### config.mk
export PLATFORM = sky130hd
export DESIGN_NAME = gnn_node_scheduler_flat
export DESIGN_NICKNAME = d
export VERILOG_FILES = /design/src/rtl/gnn_node_scheduler_if.sv /design/src/rtl/gnn_node_scheduler.sv /design/src/flat_wrapper.sv
export SDC_FILE = /design/constraint.sdc
export NUM_CORES = 2
export LEC_CHECK = 0
export ABC_AREA = 1
export CAP_MARGIN = 20
export CORE_MARGIN = 2
export CORE_UTILIZATION = 50
export CTS_CLUSTER_DIAMETER = 200
export DETAILED_ROUTE_END_ITERATION = 10
export GPL_TIMING_DRIVEN = 1
export PLACE_DENSITY_LB_ADDON = 0.25
export SETUP_SLACK_MARGIN = 0.5
export SYNTH_ARGS = -nofsm -noshare
export SYNTH_HDL_FRONTEND = slang
export SYNTH_SLANG_ARGS = --single-unit
### constraint.sdc
create_clock -name clk -period 4.7 [get_ports clk]
set_input_delay 0.705 -clock clk [delete_from_list [all_inputs] [get_ports clk]]
set_output_delay 0.705 -clock clk [all_outputs]
set_load 0.01 [all_outputs]
### src/rtl/gnn_node_scheduler_if.sv
// Handshake and data bus between the GNN node scheduler, its requester and the
// shared dnn engine; clock and reset stay outside.
interface gnn_node_scheduler_if;
  logic         in_ready;
  logic [79:0]  x_flat;
  logic         busy;
  logic         eng_start;
  logic [27:0]  eng_x_flat;
  logic [19:0]  eng_out0;
  logic [19:0]  eng_out1;
  logic         eng_out0_ready;
  logic         eng_out1_ready;
  logic [167:0] out_flat;
  logic         out_ready;
  logic         err_timeout;

  modport slave (
    input  in_ready, x_flat, eng_out0, eng_out1, eng_out0_ready, eng_out1_ready,
    output busy, eng_start, eng_x_flat, out_flat, out_ready, err_timeout
  );

  modport master (
    output in_ready, x_flat, eng_out0, eng_out1, eng_out0_ready, eng_out1_ready,
    input  busy, eng_start, eng_x_flat, out_flat, out_ready, err_timeout
  );
endinterface

### src/rtl/gnn_node_scheduler.sv
// Time-multiplexed 4-node GNN controller: aggregates neighbour features, issues the
// nodes one at a time to a shared engine, then aggregates the buffered engine results.
module gnn_node_scheduler #(
  parameter int unsigned TIMEOUT = 64
) (
  input logic                 clk,
  input logic                 rst_n,
  gnn_node_scheduler_if.slave bus
);

  localparam int unsigned TW = $clog2(TIMEOUT);
  localparam logic [TW-1:0] TIMER_LAST = TW'(TIMEOUT - 1);

  typedef enum logic [2:0] {
    S_IDLE  = 3'd0,
    S_ISSUE = 3'd1,
    S_WAIT  = 3'd2,
    S_AGG   = 3'd3,
    S_DONE  = 3'd4
  } state_e;

  // Neighbour j (0 or 1) of node n, excluding the node itself.
  function automatic logic [1:0] nbr(input logic [1:0] n, input logic j);
    logic [1:0] r;
    case (n)
      2'd0:    r = j ? 2'd2 : 2'd1;
      2'd1:    r = j ? 2'd3 : 2'd0;
      2'd2:    r = j ? 2'd3 : 2'd0;
      2'd3:    r = j ? 2'd2 : 2'd1;
      default: r = 2'd0;
    endcase
    return r;
  endfunction

  function automatic logic [6:0] sx7(input logic [4:0] v);
    return {{2{v[4]}}, v};
  endfunction

  function automatic logic [20:0] sx21(input logic [19:0] v);
    return {v[19], v};
  endfunction

  function automatic logic [27:0] agg_in(input logic [79:0] feat, input logic [1:0] n);
    logic [27:0] r;
    int          self_i;
    int          a_i;
    int          b_i;
    r      = {28{1'b0}};
    self_i = int'(n);
    a_i    = int'(nbr(n, 1'b0));
    b_i    = int'(nbr(n, 1'b1));
    for (int f = 0; f < 4; f++) begin
      r[7*f +: 7] = sx7(feat[(4*self_i+f)*5 +: 5]) + sx7(feat[(4*a_i+f)*5 +: 5])
                  + sx7(feat[(4*b_i+f)*5 +: 5]);
    end
    return r;
  endfunction

  state_e         state_q, state_d;
  logic [1:0]     node_q, node_d;
  logic [TW-1:0]  timer_q, timer_d;
  logic [79:0]    feat_q, feat_d;
  logic [19:0]    raw0_q [4];
  logic [19:0]    raw0_d [4];
  logic [19:0]    raw1_q [4];
  logic [19:0]    raw1_d [4];
  logic [27:0]    eng_x_q, eng_x_d;
  logic [167:0]   out_flat_q, out_flat_d;
  logic           busy_q, busy_d;
  logic           eng_start_q, eng_start_d;
  logic           out_ready_q, out_ready_d;
  logic           err_q, err_d;
  logic [167:0]   agg_out_s;
  logic           both_ready_s;

  assign both_ready_s = bus.eng_out0_ready & bus.eng_out1_ready;

  // Output-side aggregation of the buffered raw engine results, wrapping mod 2^21.
  always_comb begin
    agg_out_s = {168{1'b0}};
    for (int n = 0; n < 4; n++) begin
      agg_out_s[(2*n)*21 +: 21]   = sx21(raw0_q[n]) + sx21(raw0_q[nbr(2'(n), 1'b0)])
                                  + sx21(raw0_q[nbr(2'(n), 1'b1)]);
      agg_out_s[(2*n+1)*21 +: 21] = sx21(raw1_q[n]) + sx21(raw1_q[nbr(2'(n), 1'b0)])
                                  + sx21(raw1_q[nbr(2'(n), 1'b1)]);
    end
  end

  // Next-state and next-output logic for the issue/collect sequence.
  always_comb begin
    state_d     = state_q;
    node_d      = node_q;
    timer_d     = timer_q;
    feat_d      = feat_q;
    raw0_d      = raw0_q;
    raw1_d      = raw1_q;
    eng_x_d     = eng_x_q;
    out_flat_d  = out_flat_q;
    err_d       = err_q;
    eng_start_d = 1'b0;
    out_ready_d = 1'b0;
    case (state_q)
      S_IDLE: begin
        if (bus.in_ready) begin
          feat_d      = bus.x_flat;
          node_d      = 2'd0;
          err_d       = 1'b0;
          eng_x_d     = agg_in(bus.x_flat, 2'd0);
          eng_start_d = 1'b1;
          state_d     = S_ISSUE;
        end else begin
          state_d = S_IDLE;
        end
      end
      S_ISSUE: begin
        timer_d = {TW{1'b0}};
        state_d = S_WAIT;
      end
      S_WAIT: begin
        if (both_ready_s) begin
          raw0_d[node_q] = bus.eng_out0;
          raw1_d[node_q] = bus.eng_out1;
          if (node_q == 2'd3) begin
            state_d = S_AGG;
          end else begin
            node_d      = node_q + 2'd1;
            eng_x_d     = agg_in(feat_q, node_q + 2'd1);
            eng_start_d = 1'b1;
            state_d     = S_ISSUE;
          end
        end else if (timer_q == TIMER_LAST) begin
          err_d   = 1'b1;
          state_d = S_IDLE;
        end else begin
          timer_d = timer_q + {{(TW-1){1'b0}}, 1'b1};
        end
      end
      S_AGG: begin
        out_flat_d  = agg_out_s;
        out_ready_d = 1'b1;
        state_d     = S_DONE;
      end
      S_DONE: begin
        state_d = S_IDLE;
      end
      default: begin
        state_d = S_IDLE;
      end
    endcase
    busy_d = (state_d != S_IDLE);
  end

  // State and datapath registers with synchronous active-low reset.
  always_ff @(posedge clk) begin
    if (!rst_n) begin
      state_q     <= S_IDLE;
      node_q      <= 2'd0;
      timer_q     <= {TW{1'b0}};
      feat_q      <= 80'd0;
      for (int i = 0; i < 4; i++) begin
        raw0_q[i] <= 20'd0;
        raw1_q[i] <= 20'd0;
      end
      eng_x_q     <= 28'd0;
      out_flat_q  <= 168'd0;
      busy_q      <= 1'b0;
      eng_start_q <= 1'b0;
      out_ready_q <= 1'b0;
      err_q       <= 1'b0;
    end else begin
      state_q     <= state_d;
      node_q      <= node_d;
      timer_q     <= timer_d;
      feat_q      <= feat_d;
      raw0_q      <= raw0_d;
      raw1_q      <= raw1_d;
      eng_x_q     <= eng_x_d;
      out_flat_q  <= out_flat_d;
      busy_q      <= busy_d;
      eng_start_q <= eng_start_d;
      out_ready_q <= out_ready_d;
      err_q       <= err_d;
    end
  end

  assign bus.busy        = busy_q;
  assign bus.eng_start   = eng_start_q;
  assign bus.eng_x_flat  = eng_x_q;
  assign bus.out_flat    = out_flat_q;
  assign bus.out_ready   = out_ready_q;
  assign bus.err_timeout = err_q;

endmodule
### src/flat_wrapper.sv
// flat-port wrapper written by rule: the top's interface ports become plain ports
module gnn_node_scheduler_flat 
#(
  parameter int unsigned TIMEOUT = 64
)
  (clk, rst_n, bus_in_ready, bus_x_flat, bus_eng_out0, bus_eng_out1, bus_eng_out0_ready, bus_eng_out1_ready, bus_busy, bus_eng_start, bus_eng_x_flat, bus_out_flat, bus_out_ready, bus_err_timeout);
  gnn_node_scheduler_if bus_i ();
  input logic clk;
  input logic rst_n;
  input wire logic [$bits(bus_i.in_ready)-1:0] bus_in_ready;
  input wire logic [$bits(bus_i.x_flat)-1:0] bus_x_flat;
  input wire logic [$bits(bus_i.eng_out0)-1:0] bus_eng_out0;
  input wire logic [$bits(bus_i.eng_out1)-1:0] bus_eng_out1;
  input wire logic [$bits(bus_i.eng_out0_ready)-1:0] bus_eng_out0_ready;
  input wire logic [$bits(bus_i.eng_out1_ready)-1:0] bus_eng_out1_ready;
  output wire logic [$bits(bus_i.busy)-1:0] bus_busy;
  output wire logic [$bits(bus_i.eng_start)-1:0] bus_eng_start;
  output wire logic [$bits(bus_i.eng_x_flat)-1:0] bus_eng_x_flat;
  output wire logic [$bits(bus_i.out_flat)-1:0] bus_out_flat;
  output wire logic [$bits(bus_i.out_ready)-1:0] bus_out_ready;
  output wire logic [$bits(bus_i.err_timeout)-1:0] bus_err_timeout;
  assign bus_i.in_ready = bus_in_ready;
  assign bus_i.x_flat = bus_x_flat;
  assign bus_i.eng_out0 = bus_eng_out0;
  assign bus_i.eng_out1 = bus_eng_out1;
  assign bus_i.eng_out0_ready = bus_eng_out0_ready;
  assign bus_i.eng_out1_ready = bus_eng_out1_ready;
  assign bus_busy = bus_i.busy;
  assign bus_eng_start = bus_i.eng_start;
  assign bus_eng_x_flat = bus_i.eng_x_flat;
  assign bus_out_flat = bus_i.out_flat;
  assign bus_out_ready = bus_i.out_ready;
  assign bus_err_timeout = bus_i.err_timeout;
  gnn_node_scheduler #(.TIMEOUT(TIMEOUT)) u_core (.clk(clk), .rst_n(rst_n), .bus(bus_i));
endmodule
; ---- After elaboration in Yosys (flattened, before gate mapping)
; Index checks and enable logic that the tools add are counted.
; W data, S select, Z words.
[classes]
addsub = 47
n_shift = 20
n_eq_ne = 14
muxes = 41
n_mul = 20
bitwise = 2
n_reduce_logical = 13
n_lt_le_gt_ge = 2
[ops]
columns = operator, count
row1 = $shiftx A80 B32 Y5, 16
row2 = $mul A32 B4 Y32 const B, 15
row3 = $shiftx A80 B8 Y5, 4
row4 = $add A21 B21 Y21, 8
row5 = $bwmux W80, 2
row6 = $add A20 B20 Y21, 6
row7 = $mux W28, 3
row8 = $add A7 B7 Y7, 8
row9 = $pmux W28 S2, 1
row10 = $add A4 B2 Y5 const B, 10
row11 = $add A5 B5 Y6, 8
row12 = $demux W20 S2, 1
row13 = $mux W2, 14
row14 = $add A4 B1 Y5 const B, 5
row15 = $mul A2 B3 Y5 const B, 5
row16 = $mux W20, 1
row17 = $mux W6, 2
row18 = $pmux W2 S2, 3
row19 = $pmux W3 S4, 1
row20 = $pmux W6 S2, 1
row21 = $mux W1, 8
row22 = $ne A2 B2 Y1 const B, 4
row23 = $reduce_and A4 Y1, 2
row24 = $add A6 B1 Y6 const B, 1
row25 = 21 further kinds, 30
[word_totals]
ff_bits = 451
elab_cells = 177
inputBits = 125

; ---- Longest topological paths before layout
[depth]
depth_word = 15
mapped_depth = 32
depth_no_buf = 28

; ---- Worst setup path after synthesis
; Ideal clock, no wire load.
[synth_path]
path_kind = register to register
startpoint = reg u_core.node_q[0]
endpoint = reg u_core.eng_x_q[26], in the netlist u_core.bus.eng_x_flat[26]
path_stages_with_launch = 27
arrival_ns = 4.060
setup_ns = 0.114
path_slack_ns = 0.526
path_buffers = 6
period_less_slack_ns = 4.174
path_cell_list = dfxtp_1 buf_2 inv_2 buf_2 buf_2 ha_1 buf_2 inv_2 nand2_2 nand2_2 buf_2 clkbuf_1 o21ai_0 ha_1 fa_1 xor2_1 ha_1 a21oi_1 nand2_1 nand2_1 nand2_1 a21oi_1 nand2_1 nand2_1 o22ai_1 o21bai_1 inv_1
[synth_between]
elab_chain_len = 15
elab_cells_between_ends = 32
cone_classes = add/sub: 6 / mul: 3 / eq/ne: 5 / shift: 3 / mux: 11 / reduce/logical: 4
[synth_rtl]
columns = element, line
row1 = from (decl), gnn_node_scheduler.sv:60  ; logic [1:0] node_q, node_d;
row2 = from (signal assigned), gnn_node_scheduler.sv:172  ; node_q <= node_d;
row3 = $add A2 B1 Y2, gnn_node_scheduler.sv:127  ; eng_x_d = agg_in(feat_q, node_q + 2'd1);
row4 = $eq A2 B2 Y1 (tied with other cells), gnn_node_scheduler.sv:25  ; case (n)
row5 = $reduce_or A2 Y1 (no source line), n/a
row6 = $pmux W2 S2, gnn_node_scheduler.sv:25
row7 = $mux W2, gnn_node_scheduler.sv:123  ; if (node_q == 2'd3) begin
row8 = $mux W2, gnn_node_scheduler.sv:120  ; if (both_ready_s) begin
row9 = $mux W2, gnn_node_scheduler.sv:102  ; case (state_q)
row10 = $add A4 B2 Y5, gnn_node_scheduler.sv:53  ; r[7*f +: 7] = sx7(feat[(4*self_i+f)*5 +: 5]) + sx7(feat[(4*a_i+f)*5 +: 5])
row11 = $mul A32 B4 Y32, gnn_node_scheduler.sv:53
row12 = $shiftx A80 B32 Y5, gnn_node_scheduler.sv:53
row13 = $add A5 B5 Y6, gnn_node_scheduler.sv:53
row14 = $add A7 B7 Y7, gnn_node_scheduler.sv:54  ; + sx7(feat[(4*b_i+f)*5 +: 5]);
row15 = $mux W28, gnn_node_scheduler.sv:123
row16 = $mux W28, gnn_node_scheduler.sv:120
row17 = $pmux W28 S2, gnn_node_scheduler.sv:102
row18 = to (signal assigned), gnn_node_scheduler.sv:177  ; eng_x_q <= eng_x_d;
row19 = to (decl), gnn_node_scheduler.sv:67  ; logic [27:0] eng_x_q, eng_x_d;
; Parallel ways exist; a longest one is shown, timed or not. The select of a mux whose other input is x is not followed.
; A chain may end at the register's enable or synchronous reset.

; ---- Final worst setup path
[layout_path]
startpoint = reg u_core.node_q[0]
endpoint = reg u_core.eng_x_q[25], in the netlist u_core.bus.eng_x_flat[25]
; The elaborated chain is that of the path after synthesis.

==> impl_metrics.py <==
metrics = {
    "outcome": {
        "status": "completed",
    },
    "pwr": {
        "design_power_total_w": 0.0116,
        "power.density_nw_per_um2": 296,
        "internal_power_w": 0.00777,
        "leakagePower_nw": 19.1,
        "clkPwrFrac_pct": 38.5,
        "swShare_pct": 33.2,
        "p_comb_share_pct": 25.8,
        "p_seq_share_pct": 35.8,
        "p_switching_w": 0.00386,
        "ir_drop_mv": 0.285,
    },
    "setup_path": {
        "path_cells": "buf_6 -> buf_4 -> nand2_1 -> o21ai_0 -> o21ai_0 -> o21ai_0 -> nand2_1 -> o41ai_1 -> buf_4 -> ha_1 -> nand3_1 -> nand3_1 -> nand2_1 -> inv_1 -> ha_1 -> a21oi_1 -> nand2_1 -> or2_2 -> nand3_1 -> nand3_1 -> o211ai_1 -> inv_1",
        "start_kind": "flop",
        "crit_path_max_incr_delay_ps": 360,
        "cp_num_buf_inv": 5,
        "worst-path-stages": 22,
        "worstPathArrival_ps": 4480,
        "critPathKind": "reg2reg",
        "required_ps": 5220,
        "end_kind": "flop",
        "slowest_stage": "dfxtp_1",
        "r2r_cells": 22,
        "crit_family": "compound AO/OA/AOI/OAI gates",
        "crit_fanout": 31,
    },
    "synthesis": {
        "synth-xor-area-share_pct": 3.58,
        "synth_cell_type_count": 60,
        "synth_top_area_share_pct": 27.1,
        "synth_compound_area_share_pct": 20.1,
        "ys_ff_latch": 451,
        "yosysWarningCount": 0,
        "yosysTopAreaCell": "dfxtp_1",
        "syn-cell-area_sq_um": 33300,
        "syn_nets": 5331,
        "synthTopCellsByCount": "nor2_1 (831), nand2_1 (726), o21ai_0 (560), inv_1 (483), dfxtp_1 (451)",
        "yosys.area_share.adder_pct": 17.3,
        "synth_area_leaders": "dfxtp_1 (27%), ha_1 (11%), nor2_1 (9.4%)",
        "netlist_instances": 4810,
        "synth_edf_count": 0,
        "synthArstFlopShare_pct": 0,
        "synthMuxAreaShare_pct": 0.0301,
        "yosys_most_used_dff": "dfxtp_1",
        "synth-simple-area-share_pct": 23.8,
        "synth.avg_cell_area_sq_um": 6.92,
        "ys_seq_area_share_pct": 27.1,
        "synth_top_family_by_area": "simple AND/OR/NAND/NOR gates",
        "synth_most_common_cell": "nor2_1",
    },
    "layout": {
        "syn_to_final_growth_pct": 17.9,
        "multi_input_area_sq_um": 21600,
        "final_util_pct": 59.6,
        "regArea_sq_um": 9030,
        "final_nets": 5577,
        "drive_above_1_share_pct": 3.87,
        "n_fill_cell": 6330,
    },
    "die": {
        "die_h_um": 262,
        "initial_utilization_pct": 50.5,
        "row_count": 94,
        "die_w_um": 262,
        "io_pins": 325,
        "dieArea_sq_um": 68600,
        "coreArea_sq_um": 65900,
    },
    "timing": {
        "rsz0062_at_grt": "true",
        "setup_viol": 0,
        "min_period_ps": 3960,
        "slew_viol_final": 0,
        "tns_ps": 0,
        "min_period_over_period_pct": 84.3,
        "hold_viol": 0,
        "tightest_slew_ps": 1050,
        "relSlewSlack_pct": 29.8,
        "layout_setup_ws_ps": 739,
        "whs_ps": 488,
        "timing.fmax_mhz": 252,
        "finClkSkew_ps": 26.6,
    },
    "min_path": {
        "hold_depth": 2,
        "min_path_type": "reg2reg",
    },
    "detailed_routing": {
        "via_count": 34600,
        "drtIter0Drc": 3361,
        "wl_per_cell_um": 21.6,
        "ant_nets": 0,
        "drt_wl_total_um": 129000,
        "drtPass1Iterations": 6,
        "post-route-drc-count": 0,
        "via_per_inst": 5.80,
    },
    "cts": {
        "clock_latency_ps": 650,
        "clk_path_buf_depth": 3,
        "clk_pin_slew_worst_paths_ps": 70,
        "clock_sinks": 451,
        "hold_buffers": 0,
        "clock-root-buffer": "clkbuf_16",
        "cts_buffers": 54,
        "cts_tree": "built",
        "htree_levels": 2,
    },
    "job": {
        "drv_cap": 0,
    },
    "grt": {
        "grt_pass1_wl_um": 193000,
        "grt_max_degree": 161,
        "antenna_found_initial": 2,
        "grt_pass1_vias": 31900,
        "grt-ovfl-total": 0,
        "grtUsageTotal_pct": 36.6,
    },
    "place": {
        "place_ws_ps": 447,
        "io_buffers": 324,
        "routabilityCongestion": 1.09,
        "dp_hpwl_um": 101000,
    },
}
tightest hold or removal path, stage by stage (launching register included):
cell,delay [ps]
dfxtp_1,320
nand2_1,70
a21oi_1,50
placed cells by master (no fill, tap or decap), drive strengths merged, types with 4 or more instances in the layout:
cell type	Yosys	routed
o21ai	601	601
nor2	842	842
nand4	69	69
ha	290	290
a221oi	4	4
o21bai	18	18
nand2	728	728
or2	8	8
nor3	30	30
a21boi	8	8
xnor2	46	46
o221ai	31	31
a21oi	399	399
a211oi	14	14
a32o	6	6
o2111ai	7	7
fa	106	106
nand3b	7	7
clkinvlp	0	7
buf	71	47
inv	496	494
bufinv	0	7
nor4	10	10
dfxtp	451	451
o31ai	5	5
xor2	90	90
clkbuf	110	73
clkinv	3	15
nand3	231	231
o211ai	43	43
a31oi	27	27
clkdlybuf4s50	0	323
o22ai	21	21
a21o	22	22
routing by layer:
layer | share of wire, % | track usage, % | vias to the layer above
met5 | 0.023 | 0 | -
met4 | 4.9 | 15.8 | 4
met3 | 8.8 | 5.90 | 261
met2 | 43 | 57.2 | 1565
met1 | 43 | 50.0 | 16200
li1 | - | - | 16600
power groups by stage:
stage,logic [W],registers [W],clock network (W)
floorplan,0.00181,0.00418,0
global placement,0.00285,0.00423,0
detailed placement,0.00286,0.00423,0
CTS,0.00288,0.00414,0.00452
global route,0.00329,0.00416,0.00467
finish,0.00300,0.00416,0.00447
flip-flops by register name (all words and copies together) (netlist names), 2 cells and up:
| register | cells |
|---|---|
| u_core.bus.eng_x_flat | 28 |
| u_core.bus.out_flat | 168 |
| u_core.feat_q | 80 |
| u_core.node_q | 2 |
| u_core.raw0_q | 80 |
| u_core.raw1_q | 80 |
| u_core.state_q | 3 |
| u_core.timer_q | 6 |
final timing paths:
check | from | end | slack, ps
worst max-delay path | u_core.node_q[0] | u_core.bus.eng_x_flat[25] | 740
worst max register to register | u_core.node_q[0] | u_core.bus.eng_x_flat[25] | 740
worst min register to register | u_core.timer_q[1] | u_core.timer_q[1] | 490
worst min-delay path | u_core.timer_q[1] | u_core.timer_q[1] | 490
area by class of cell:
cell class / instances / share of cell area, %
Antenna cell: 3 / 0.0191
Inverter: 499 / 4.82
Clock buffer: 72 / 3.87
Tap cell: 864 / 2.76
Timing Repair Buffer: 371 / 9.44
Sequential cell: 451 / 23.0
Clock inverter: 24 / 0.912
Multi-Input combinational cell: 3679 / 55.2
per-stage QoR:
| stage | area (sq um) | instances |
|---|---|---|
| 6_report | 39200 | 5963 |
| 5_1_grt | 39200 | 5960 |
| 4_1_cts | 39100 | 5956 |
| 3_5_place_dp | 37200 | 5860 |
| 3_3_place_gp | 37200 | 5860 |
| 2_1_floorplan | 33300 | 4810 |
logic make-up after synthesis:
kind of cell / count (synthesis)
compound gates: 1215
xor+xnor: 136
fa+ha+maj: 396
buf+inv: 680
flops: 451
mux: 1
simple gates: 1931
repair_timing:
action	4_1_cts	5_1_grt
endpoints found under the setup margin	1	12
gates cloned	0	1
buffers inserted	0	3
gates resized for setup	1	36
pin swaps	0	1
Power figures use the tool's default switching activity.
